**config.mk**
```make
export PLATFORM = sky130hd
export DESIGN_NAME = soc_event_arb_fifo
export DESIGN_NICKNAME = d
export VERILOG_FILES = /design/src/rtl/soc_event_arb_fifo.sv
export SDC_FILE = /design/constraint.sdc
export NUM_CORES = 1
export LEC_CHECK = 0
export CAP_MARGIN = 30
export CORE_MARGIN = 5
export CORE_UTILIZATION = 51
export CTS_CLUSTER_DIAMETER = 120
export DETAILED_ROUTE_END_ITERATION = 6
export GPL_ROUTABILITY_DRIVEN = 0
export PLACE_DENSITY_LB_ADDON = 0.1
export SLEW_MARGIN = 40
export SYNTH_ARGS = -nofsm -noshare
export SYNTH_HDL_FRONTEND = slang
export SYNTH_SLANG_ARGS = --single-unit
export TNS_END_PERCENT = 30
```
**constraint.sdc**
```tcl
create_clock -name clk_i -period 2.7 [get_ports clk_i]
set_input_delay 0.405 -clock clk_i [delete_from_list [all_inputs] [get_ports clk_i]]
set_output_delay 0.405 -clock clk_i [all_outputs]
set_load 0.03 [all_outputs]
```
**src/rtl/soc_event_arb_fifo.sv**
```systemverilog
// Arbitrated multi-source event collector that feeds a FIFO with a first-word-fall-through head.
// Sources follow a valid/ack protocol; the drain side follows a valid/ready protocol.
module soc_event_arb_fifo #(
  parameter int unsigned N_CH        = 4,
  parameter int unsigned EVNT_WIDTH  = 8,
  parameter int unsigned LOG_DEPTH   = 3,
  parameter int unsigned ROUND_ROBIN = 1,
  parameter int unsigned AFULL_TH    = 6
) (
  input  logic                         clk_i,
  input  logic                         rst_ni,
  input  logic                         clear_i,
  input  logic [N_CH-1:0]              evt_valid_i,
  input  logic [N_CH*EVNT_WIDTH-1:0]   evt_data_i,
  output logic [N_CH-1:0]              evt_ack_o,
  output logic                         evt_valid_o,
  output logic [EVNT_WIDTH-1:0]        evt_data_o,
  input  logic                         evt_ready_i,
  output logic [LOG_DEPTH:0]           fill_o,
  output logic                         almost_full_o,
  output logic                         full_o
);

  localparam int unsigned Depth = 2 ** LOG_DEPTH;
  localparam int unsigned RrW   = (N_CH > 1) ? $clog2(N_CH) : 1;

  logic [EVNT_WIDTH-1:0] r_mem [Depth];
  logic [LOG_DEPTH-1:0]  r_wptr;
  logic [LOG_DEPTH-1:0]  r_rptr;
  logic [LOG_DEPTH:0]    r_fill;
  logic [RrW-1:0]        r_rr_ptr;

  logic [RrW-1:0]        w_grant;
  logic [RrW-1:0]        w_rr_nxt;
  logic [EVNT_WIDTH-1:0] w_grant_data;
  logic                  w_full;
  logic                  w_push;
  logic                  w_pop;

  assign w_full = (r_fill == (LOG_DEPTH+1)'(Depth));

  // First pass honours the round-robin pointer, second pass wraps to the lowest requester.
  always_comb begin
    logic found;
    found   = 1'b0;
    w_grant = '0;
    for (int i = 0; i < int'(N_CH); i++) begin
      if (!found && evt_valid_i[i] && (ROUND_ROBIN == 0 || i >= int'(r_rr_ptr))) begin
        w_grant = RrW'(i);
        found   = 1'b1;
      end
    end
    for (int i = 0; i < int'(N_CH); i++) begin
      if (!found && evt_valid_i[i]) begin
        w_grant = RrW'(i);
        found   = 1'b1;
      end
    end
  end

  // Reset gates the push so acks read 0 while reset is held.
  assign w_push       = (|evt_valid_i) & ~w_full & ~clear_i & rst_ni;
  assign w_pop        = evt_valid_o & evt_ready_i;
  assign w_grant_data = evt_data_i[w_grant*EVNT_WIDTH +: EVNT_WIDTH];

  always_comb begin
    evt_ack_o = '0;
    if (w_push) begin
      evt_ack_o[w_grant] = 1'b1;
    end
  end

  always_comb begin
    w_rr_nxt = '0;
    if (N_CH > 1 && ROUND_ROBIN != 0) begin
      w_rr_nxt = (int'(w_grant) == int'(N_CH) - 1) ? '0 : w_grant + RrW'(1);
    end
  end

  always_ff @(posedge clk_i or negedge rst_ni) begin
    if (!rst_ni) begin
      r_wptr   <= '0;
      r_rptr   <= '0;
      r_fill   <= '0;
      r_rr_ptr <= '0;
      for (int i = 0; i < int'(Depth); i++) begin
        r_mem[i] <= '0;
      end
    end else if (clear_i) begin
      r_wptr   <= '0;
      r_rptr   <= '0;
      r_fill   <= '0;
      r_rr_ptr <= '0;
    end else begin
      if (w_push) begin
        r_mem[r_wptr] <= w_grant_data;
        r_wptr        <= r_wptr + 1'b1;
        r_rr_ptr      <= w_rr_nxt;
      end
      if (w_pop) begin
        r_rptr <= r_rptr + 1'b1;
      end
      case ({w_push, w_pop})
        2'b10:   r_fill <= r_fill + 1'b1;
        2'b01:   r_fill <= r_fill - 1'b1;
        default: r_fill <= r_fill;
      endcase
    end
  end

  assign evt_valid_o   = (r_fill != '0);
  assign evt_data_o    = r_mem[r_rptr];
  assign fill_o        = r_fill;
  assign almost_full_o = (r_fill >= (LOG_DEPTH+1)'(AFULL_TH));
  assign full_o        = w_full;

endmodule

```
Word-level counts from Yosys, hierarchy flattened. Cells that the tools add are included.

Register bits: 76. Output and inout port bits: 19.

Add/sub/neg operators: 5. $lt $le $gt $ge: 9. Eq/ne operators: 4. Shift-type cells: 1. Mux-type cells: 32. Bitwise operators: 8. Reductions and logical operators: 25.

Operators with widths (count): bitwise mux 64 bit (1); variable part select 32 x 6 -> 8 bit (1); binary-select mux 8 bit (select 3 bit) (1); demux 8 bit (select 3 bit) (1); 2-to-1 mux 8 bit (3); 2-to-1 mux 2 bit (9); logical AND 1 bit (12); 2-to-1 mux 3 bit (4); 2-to-1 mux 1 bit (9); greater-or-equal comparator 4 bit, second input constant (2); 2-to-1 mux 4 bit (2); NOT 3 -> 4 bit (2); one-hot mux 4 bit (2 select lines) (1); zero test 1 bit (7); adder 3 x 1 -> 3 bit, second input constant (2); adder 4 x 1 -> 4 bit, second input constant (1); bitwise AND 1 bit (4); equality test 2 x 1 -> 1 bit, second input constant (2); equality test 4 bit, second input constant (1); greater-or-equal comparator 1 x 2 -> 1 bit, first input constant (2); greater-or-equal comparator 4 x 3 -> 1 bit, second input constant (1); < comparator 4 x 1 -> 1 bit, second input constant (1); nonzero test 2 bit (2); nonzero test 4 bit (1); other kinds (11) (12).

Logic depth before layout (Yosys ltp).
Word-level depth: 31. Mapped depth: 10. Mapped depth without buffers: 8.

Worst setup path before layout. Ideal clock, no wire load.

Path kind: register -> register. Start point: register r_fill[0] (netlist: fill_o[0]). End point: register r_fill[3] (netlist: fill_o[3]). Library setup time: 104 ps. Arrival time: 2578 ps. Data required time: 2596 ps. Setup slack: 18 ps. Stages on the path, launching flop included: 10. Clock period less this slack: 2682 ps. Cells stage by stage: dfrtp_1 or4b_1 buf_6 a31oi_2 ha_1 a21o_1 a21oi_1 nand2_1 o31a_1 o311ai_1.

Cells in the longest elaborated chain, start to end: 8. Elaborated cells on any way between the ends: 14.

RTL lines: start: declaration (RTL line 30) `logic [LOG_DEPTH:0] r_fill;`; start signal: assignment (RTL line 104) `2'b10: r_fill <= r_fill + 1'b1;`; start signal: assignment (RTL line 105) `2'b01: r_fill <= r_fill - 1'b1;`; start signal: assignment (RTL line 106) `default: r_fill <= r_fill;`; equality test 4 bit (RTL line 40) `assign w_full = (r_fill == (LOG_DEPTH+1)'(Depth));`; NOT 1 bit (RTL line 62) `assign w_push = (|evt_valid_i) & ~w_full & ~clear_i & rst_ni;`; bitwise AND 1 bit (3 in a row) (RTL line 62); equality test 2 x 1 -> 1 bit or equality test 2 bit (tied branches) (RTL line 103) `case ({w_push, w_pop})`; one-hot mux 4 bit (2 select lines) (RTL line 103); 2-to-1 mux 4 bit (RTL line 89) `end else if (clear_i) begin`.

Parallel ways exist; a longest one is shown, timed or not. A chain may end at the register's enable or synchronous reset.

Final worst setup path.
Start point: input port evt_valid_i[0]. End point: output port evt_ack_o[2].

Cells in the longest elaborated chain, start to end: 30. Elaborated cells on any way between the ends: 41.

RTL lines: start: declaration (RTL line 13) `input logic [N_CH-1:0] evt_valid_i,`; logical AND 1 bit (RTL line 48) `if (!found && evt_valid_i[i] && (ROUND_ROBIN == 0 || i >= int'(r_rr_ptr))) begin`; 2-to-1 mux 1 bit (RTL line 48); zero test 1 bit (RTL line 48); logical AND 1 bit (2 in a row) (RTL line 48); 2-to-1 mux 1 bit (RTL line 48); zero test 1 bit (RTL line 48); logical AND 1 bit (2 in a row) (RTL line 48); 2-to-1 mux 1 bit (RTL line 48); [... 12 more ...]; zero test 1 bit (RTL line 54) `if (!found && evt_valid_i[i]) begin`; logical AND 1 bit (RTL line 54); 2-to-1 mux 2 bit (RTL line 54); < comparator 2 x 3 -> 1 bit (implied by the code) or greater-or-equal comparator 2 x 1 -> 1 bit (tied branches) (RTL line 69) `evt_ack_o[w_grant] = 1'b1;`; logical AND 1 bit (implied by the code) (RTL line 69); 2-to-1 mux 1 bit (implied by the code) (RTL line 69); demux 1 bit (select 2 bit) (RTL line 69); 2-to-1 mux 4 bit (*) (RTL line 68) `if (w_push) begin`; end: declaration (RTL line 15) `output logic [N_CH-1:0] evt_ack_o,`.

Mark *: on every way between the ends. The rest lies on a longest branch, timed or not.

==> impl_metrics.xml <==
<?xml version="1.0" encoding="UTF-8"?>
<metrics>
  <group name="status">
    <metric name="run_status" unit="">complete, no violations</metric>
  </group>
  <group name="pwr">
    <metric name="p_int" unit="mW">2.757</metric>
    <metric name="switching_share_of_total_power" unit="%">40.52</metric>
    <metric name="comb_power_share" unit="%">46.1</metric>
    <metric name="power_density" unit="nW/µm²">761.1</metric>
    <metric name="power.total" unit="mW">4.635</metric>
    <metric name="clkPwrFrac" unit="%">19.1</metric>
    <metric name="switchingPower" unit="mW">1.878</metric>
    <metric name="leakage" unit="nW">2.710</metric>
    <metric name="sequentialPowerShare" unit="%">34.8</metric>
    <metric name="max-vdd-ir-drop" unit="mV">0.4091</metric>
  </group>
  <group name="die">
    <metric name="rows" unit="">35</metric>
    <metric name="num_io_pins" unit="">59</metric>
    <metric name="die_w" unit="µm">107.2</metric>
    <metric name="die-height" unit="µm">107.2</metric>
    <metric name="die_area" unit="µm²">11490</metric>
    <metric name="fp.coreArea" unit="µm²">9240</metric>
    <metric name="initial_core_util" unit="%">52.12</metric>
  </group>
  <group name="finish">
    <metric name="regArea" unit="µm²">1903</metric>
    <metric name="syn2layout_area_growth" unit="%">26.45</metric>
    <metric name="utilization" unit="%">65.90</metric>
    <metric name="multi_input_comb_area" unit="µm²">2893</metric>
    <metric name="fill_cells" unit="">767</metric>
    <metric name="most_frequent_standard_cell_in_the_layout_excluding_fill_and_tap_cells" unit="">sky130_fd_sc_hd__o21ai_0</metric>
    <metric name="finish.net_count" unit="">668</metric>
    <metric name="fraction_of_final_layout_cells_with_drive_strength_greater_than_1" unit="%">21.15</metric>
    <metric name="diodes" unit="">0</metric>
    <metric name="final_cell_mix" unit="">130 x sky130_fd_sc_hd__o21ai_0, 75 x sky130_fd_sc_hd__nand2_1, 75 x sky130_fd_sc_hd__dfrtp_1</metric>
  </group>
  <group name="yosys">
    <metric name="ys_seq_elements" unit="">76</metric>
    <metric name="synth_sequential_area_ratio" unit="%">39.49</metric>
    <metric name="postSynthCellCount" unit="">541</metric>
    <metric name="post_synth_instance_area" unit="µm²">4816</metric>
    <metric name="ys_warn_count" unit="">0</metric>
    <metric name="number_of_synthesized_flops_with_an_enable_pin" unit="">0</metric>
    <metric name="synth_cell_types" unit="">46</metric>
    <metric name="synthesized_net_count" unit="">590</metric>
    <metric name="async_reset_ff_share" unit="%">100.0</metric>
    <metric name="avgSynthCellArea" unit="µm²">8.902</metric>
    <metric name="synthFlopType" unit="">sky130_fd_sc_hd__dfrtp_1</metric>
  </group>
  <group name="setup_path">
    <metric name="worst_setup_path_end_kind" unit="">output port</metric>
    <metric name="critical_path_required" unit="ps">2300</metric>
    <metric name="ff2ff_path_depth" unit="">7</metric>
    <metric name="crit_path_max_fanout" unit="">10</metric>
    <metric name="startpoint_of_the_most_critical_register_to_register_path" unit="">r_rr_ptr[1]$_DFFE_PN0P_</metric>
    <metric name="crit_top_cell" unit="">sky130_fd_sc_hd__buf_4</metric>
    <metric name="crit_type" unit="">in -&gt; out</metric>
    <metric name="worstSetupStartpointType" unit="">input port</metric>
    <metric name="setup.worst_path.start" unit="">evt_valid_i[0]</metric>
    <metric name="cp_slowest_cell" unit="">sky130_fd_sc_hd__or4_4</metric>
    <metric name="worst_path_largest_cell_delay" unit="ps">560</metric>
    <metric name="cp_data_arrival_time" unit="ps">2200</metric>
    <metric name="cp_cell_sequence" unit="">clkdlybuf4s50_1 &gt; or4_4 &gt; buf_4 &gt; and3_1 &gt; and2_1 &gt; buf_4</metric>
  </group>
  <group name="clock_network">
    <metric name="cts_tree" unit="">built</metric>
    <metric name="htreeDepth" unit="">3</metric>
    <metric name="clock_edge_transition_at_the_registers_on_the_reported_setup_and_hold_paths" unit="ps">80</metric>
    <metric name="clk_root_buffer_cell" unit="">sky130_fd_sc_hd__clkbuf_8</metric>
    <metric name="clock_latency" unit="ps">350</metric>
    <metric name="max-clock-path-buffers" unit="">2</metric>
    <metric name="clock_buffers_created_by_tritoncts" unit="">9</metric>
    <metric name="holdBufCountCts" unit="">0</metric>
    <metric name="tritoncts_num_sinks" unit="">76</metric>
  </group>
  <group name="detailed_routing">
    <metric name="via_count" unit="">4796</metric>
    <metric name="drt_pass1_iterations" unit="">6</metric>
    <metric name="drt.antenna.violating_nets" unit="">0</metric>
    <metric name="final_routed_wirelength_across_all_metal_layers" unit="µm">16260</metric>
    <metric name="drc" unit="">0</metric>
    <metric name="detail_route.iter0.violations" unit="">538</metric>
    <metric name="routedWlPerCell" unit="µm">21.60</metric>
    <metric name="viasPerCell" unit="">6.369</metric>
  </group>
  <group name="sta">
    <metric name="setup_total_negative_slack" unit="ps">0</metric>
    <metric name="final_min_period_over_clock_period" unit="%">96.59</metric>
    <metric name="post-route-min-period" unit="ps">2608</metric>
    <metric name="slew_headroom" unit="%">42.30</metric>
    <metric name="report.final.setup_viol" unit="">0</metric>
    <metric name="skew" unit="ps">11.75</metric>
    <metric name="fmax" unit="MHz">383.4</metric>
    <metric name="final_hold_viol_count" unit="">0</metric>
    <metric name="actual_transition_at_the_worst_max_transition_pin" unit="ps">857.8</metric>
    <metric name="finalMaxSlewViolations" unit="">0</metric>
    <metric name="unrepaired_setup_endpoints_after_global_routing" unit="">no</metric>
    <metric name="finalHoldWorstSlack" unit="ps">186.0</metric>
  </group>
  <group name="placed_design">
    <metric name="port-buffer-count" unit="">58</metric>
    <metric name="place.detailed.hpwl" unit="µm">10970</metric>
  </group>
  <group name="global_route">
    <metric name="globalRouteOverflowTotal" unit="">0</metric>
    <metric name="grt_first_pass_wirelength" unit="µm">26080</metric>
    <metric name="maximum_number_of_pins_on_one_net_before_global_route_repair" unit="">77</metric>
    <metric name="track_usage" unit="%">29.48</metric>
    <metric name="grt_pass1_vias" unit="">4698</metric>
    <metric name="grt_antenna_before_repair" unit="">0</metric>
  </group>
  <group name="flow_run">
    <metric name="maxCapViolCount" unit="">0</metric>
  </group>
  <group name="min_path">
    <metric name="holdCritPathClass" unit="">in -&gt; async</metric>
  </group>
</metrics>
==> per-layer routing <==
metal  vias up  GRT usage (%)  part of all wire (%)
met3        71          6.502                    10
met2       279          46.34                    47
li1       2148              -                     -
met4         0          10.23                   3.5
met1      2298          40.29                    39
met5         -              0                     0
==> state kept, by name, summed over array words and instances (netlist names) <==
name	cells
r_rptr	3
fill_o	4
r_mem	64
r_wptr	3
r_rr_ptr	2
==> path summary, 6_finish.rpt <==
check	to	slack, ps
worst max-delay path	evt_ack_o[2]	90
worst max register to register	r_mem[52]$_DFFE_PN0P_	290
max in group asynchronous	r_mem[61]$_DFFE_PN0P_	2010
worst min-delay path	fill_o[1]$_DFFE_PN0P_	190
worst min register to register	r_mem[61]$_DFFE_PN0P_	490
min in group clk_i	r_mem[61]$_DFFE_PN0P_	490
==> Yosys cell counts, drive strengths merged (2+ instances only) <==
master,instances,share of area (%)
a21boi,16,2.5
a21o,3,0.47
a21oi,4,0.42
a22oi,2,0.31
a31oi,10,1.4
and2,6,0.83
and3,18,2.3
and3b,3,0.55
buf,20,2.1
clkbuf,17,1.3
dfrtp,76,39
ha,8,2.1
inv,5,0.39
mux2,8,1.9
mux4,16,7.5
nand2,76,5.9
nand3,71,7.4
nand4,8,2.1
nor2,6,0.52
nor2b,3,0.39
nor3,2,0.21
nor3b,3,0.47
nor4,8,2.1
o21ai,133,14
or2,2,0.26
or4,2,0.31
xor2,4,0.73
==> kinds of logic (layout without fill, tap and decap cells) <==
| logic type | after synthesis | in the layout | share of synthesized area [%] |
|---|---|---|---|
| AND/OR/NAND/NOR | 210 | 210 | 23.67 |
| adder cells (fa/ha/maj) | 9 | 9 | 2.494 |
| buffers and inverters | 42 | 125 | 3.845 |
| flip-flops | 76 | 76 | 39.49 |
| AO/OA/AOI/OAI | 174 | 174 | 20.03 |
| multiplexers | 25 | 25 | 9.561 |
| XOR/XNOR | 5 | 5 | 0.9093 |
==> critical path: cells and delay by family <==
family | cells | cell delay (ps)
and+or+nand+nor | 3 | 1010
buffers and inverters | 3 | 790
==> metrics by stage <==
stage / worst slack (ps) / instance area [µm²] / instances
2_1_floorplan: 18.43 / 4816 / 541
3_3_place_gp: -158.9 / 5718 / 734
6_report: 92.00 / 6090 / 753
4_1_cts: 33.65 / 6046 / 751
3_5_place_dp: -325.5 / 5841 / 734
5_1_grt: 19.16 / 6090 / 753
==> what timing repair did <==
item,CTS,global route
hold endpoints to repair,0,0
resized for setup,8,6
pin swaps,1,2
buffers inserted,1,2
endpoints found under the setup margin,9,4
==> power groups by stage <==
stage	Combinational, mW	Clock [mW]	Sequential, mW
after global routing	2.32	0.936	1.64
after global placement	2.06	0	1.60
final	2.14	0.887	1.61
after CTS	2.11	0.888	1.60
after floorplan	1.38	0	1.59
after detailed placement	2.13	0	1.62
==> cell type report <==
class                      count  share of cell area [%]
tap                          129                   2.651
sequential                    76                   31.25
inverter                       5                  0.3082
clock buffer                  10                   2.096
clock inverter                 6                   1.027
timing repair buffer         104                   15.16
multi-input combinational    423                   47.50
Power figures use the tool's default switching activity.
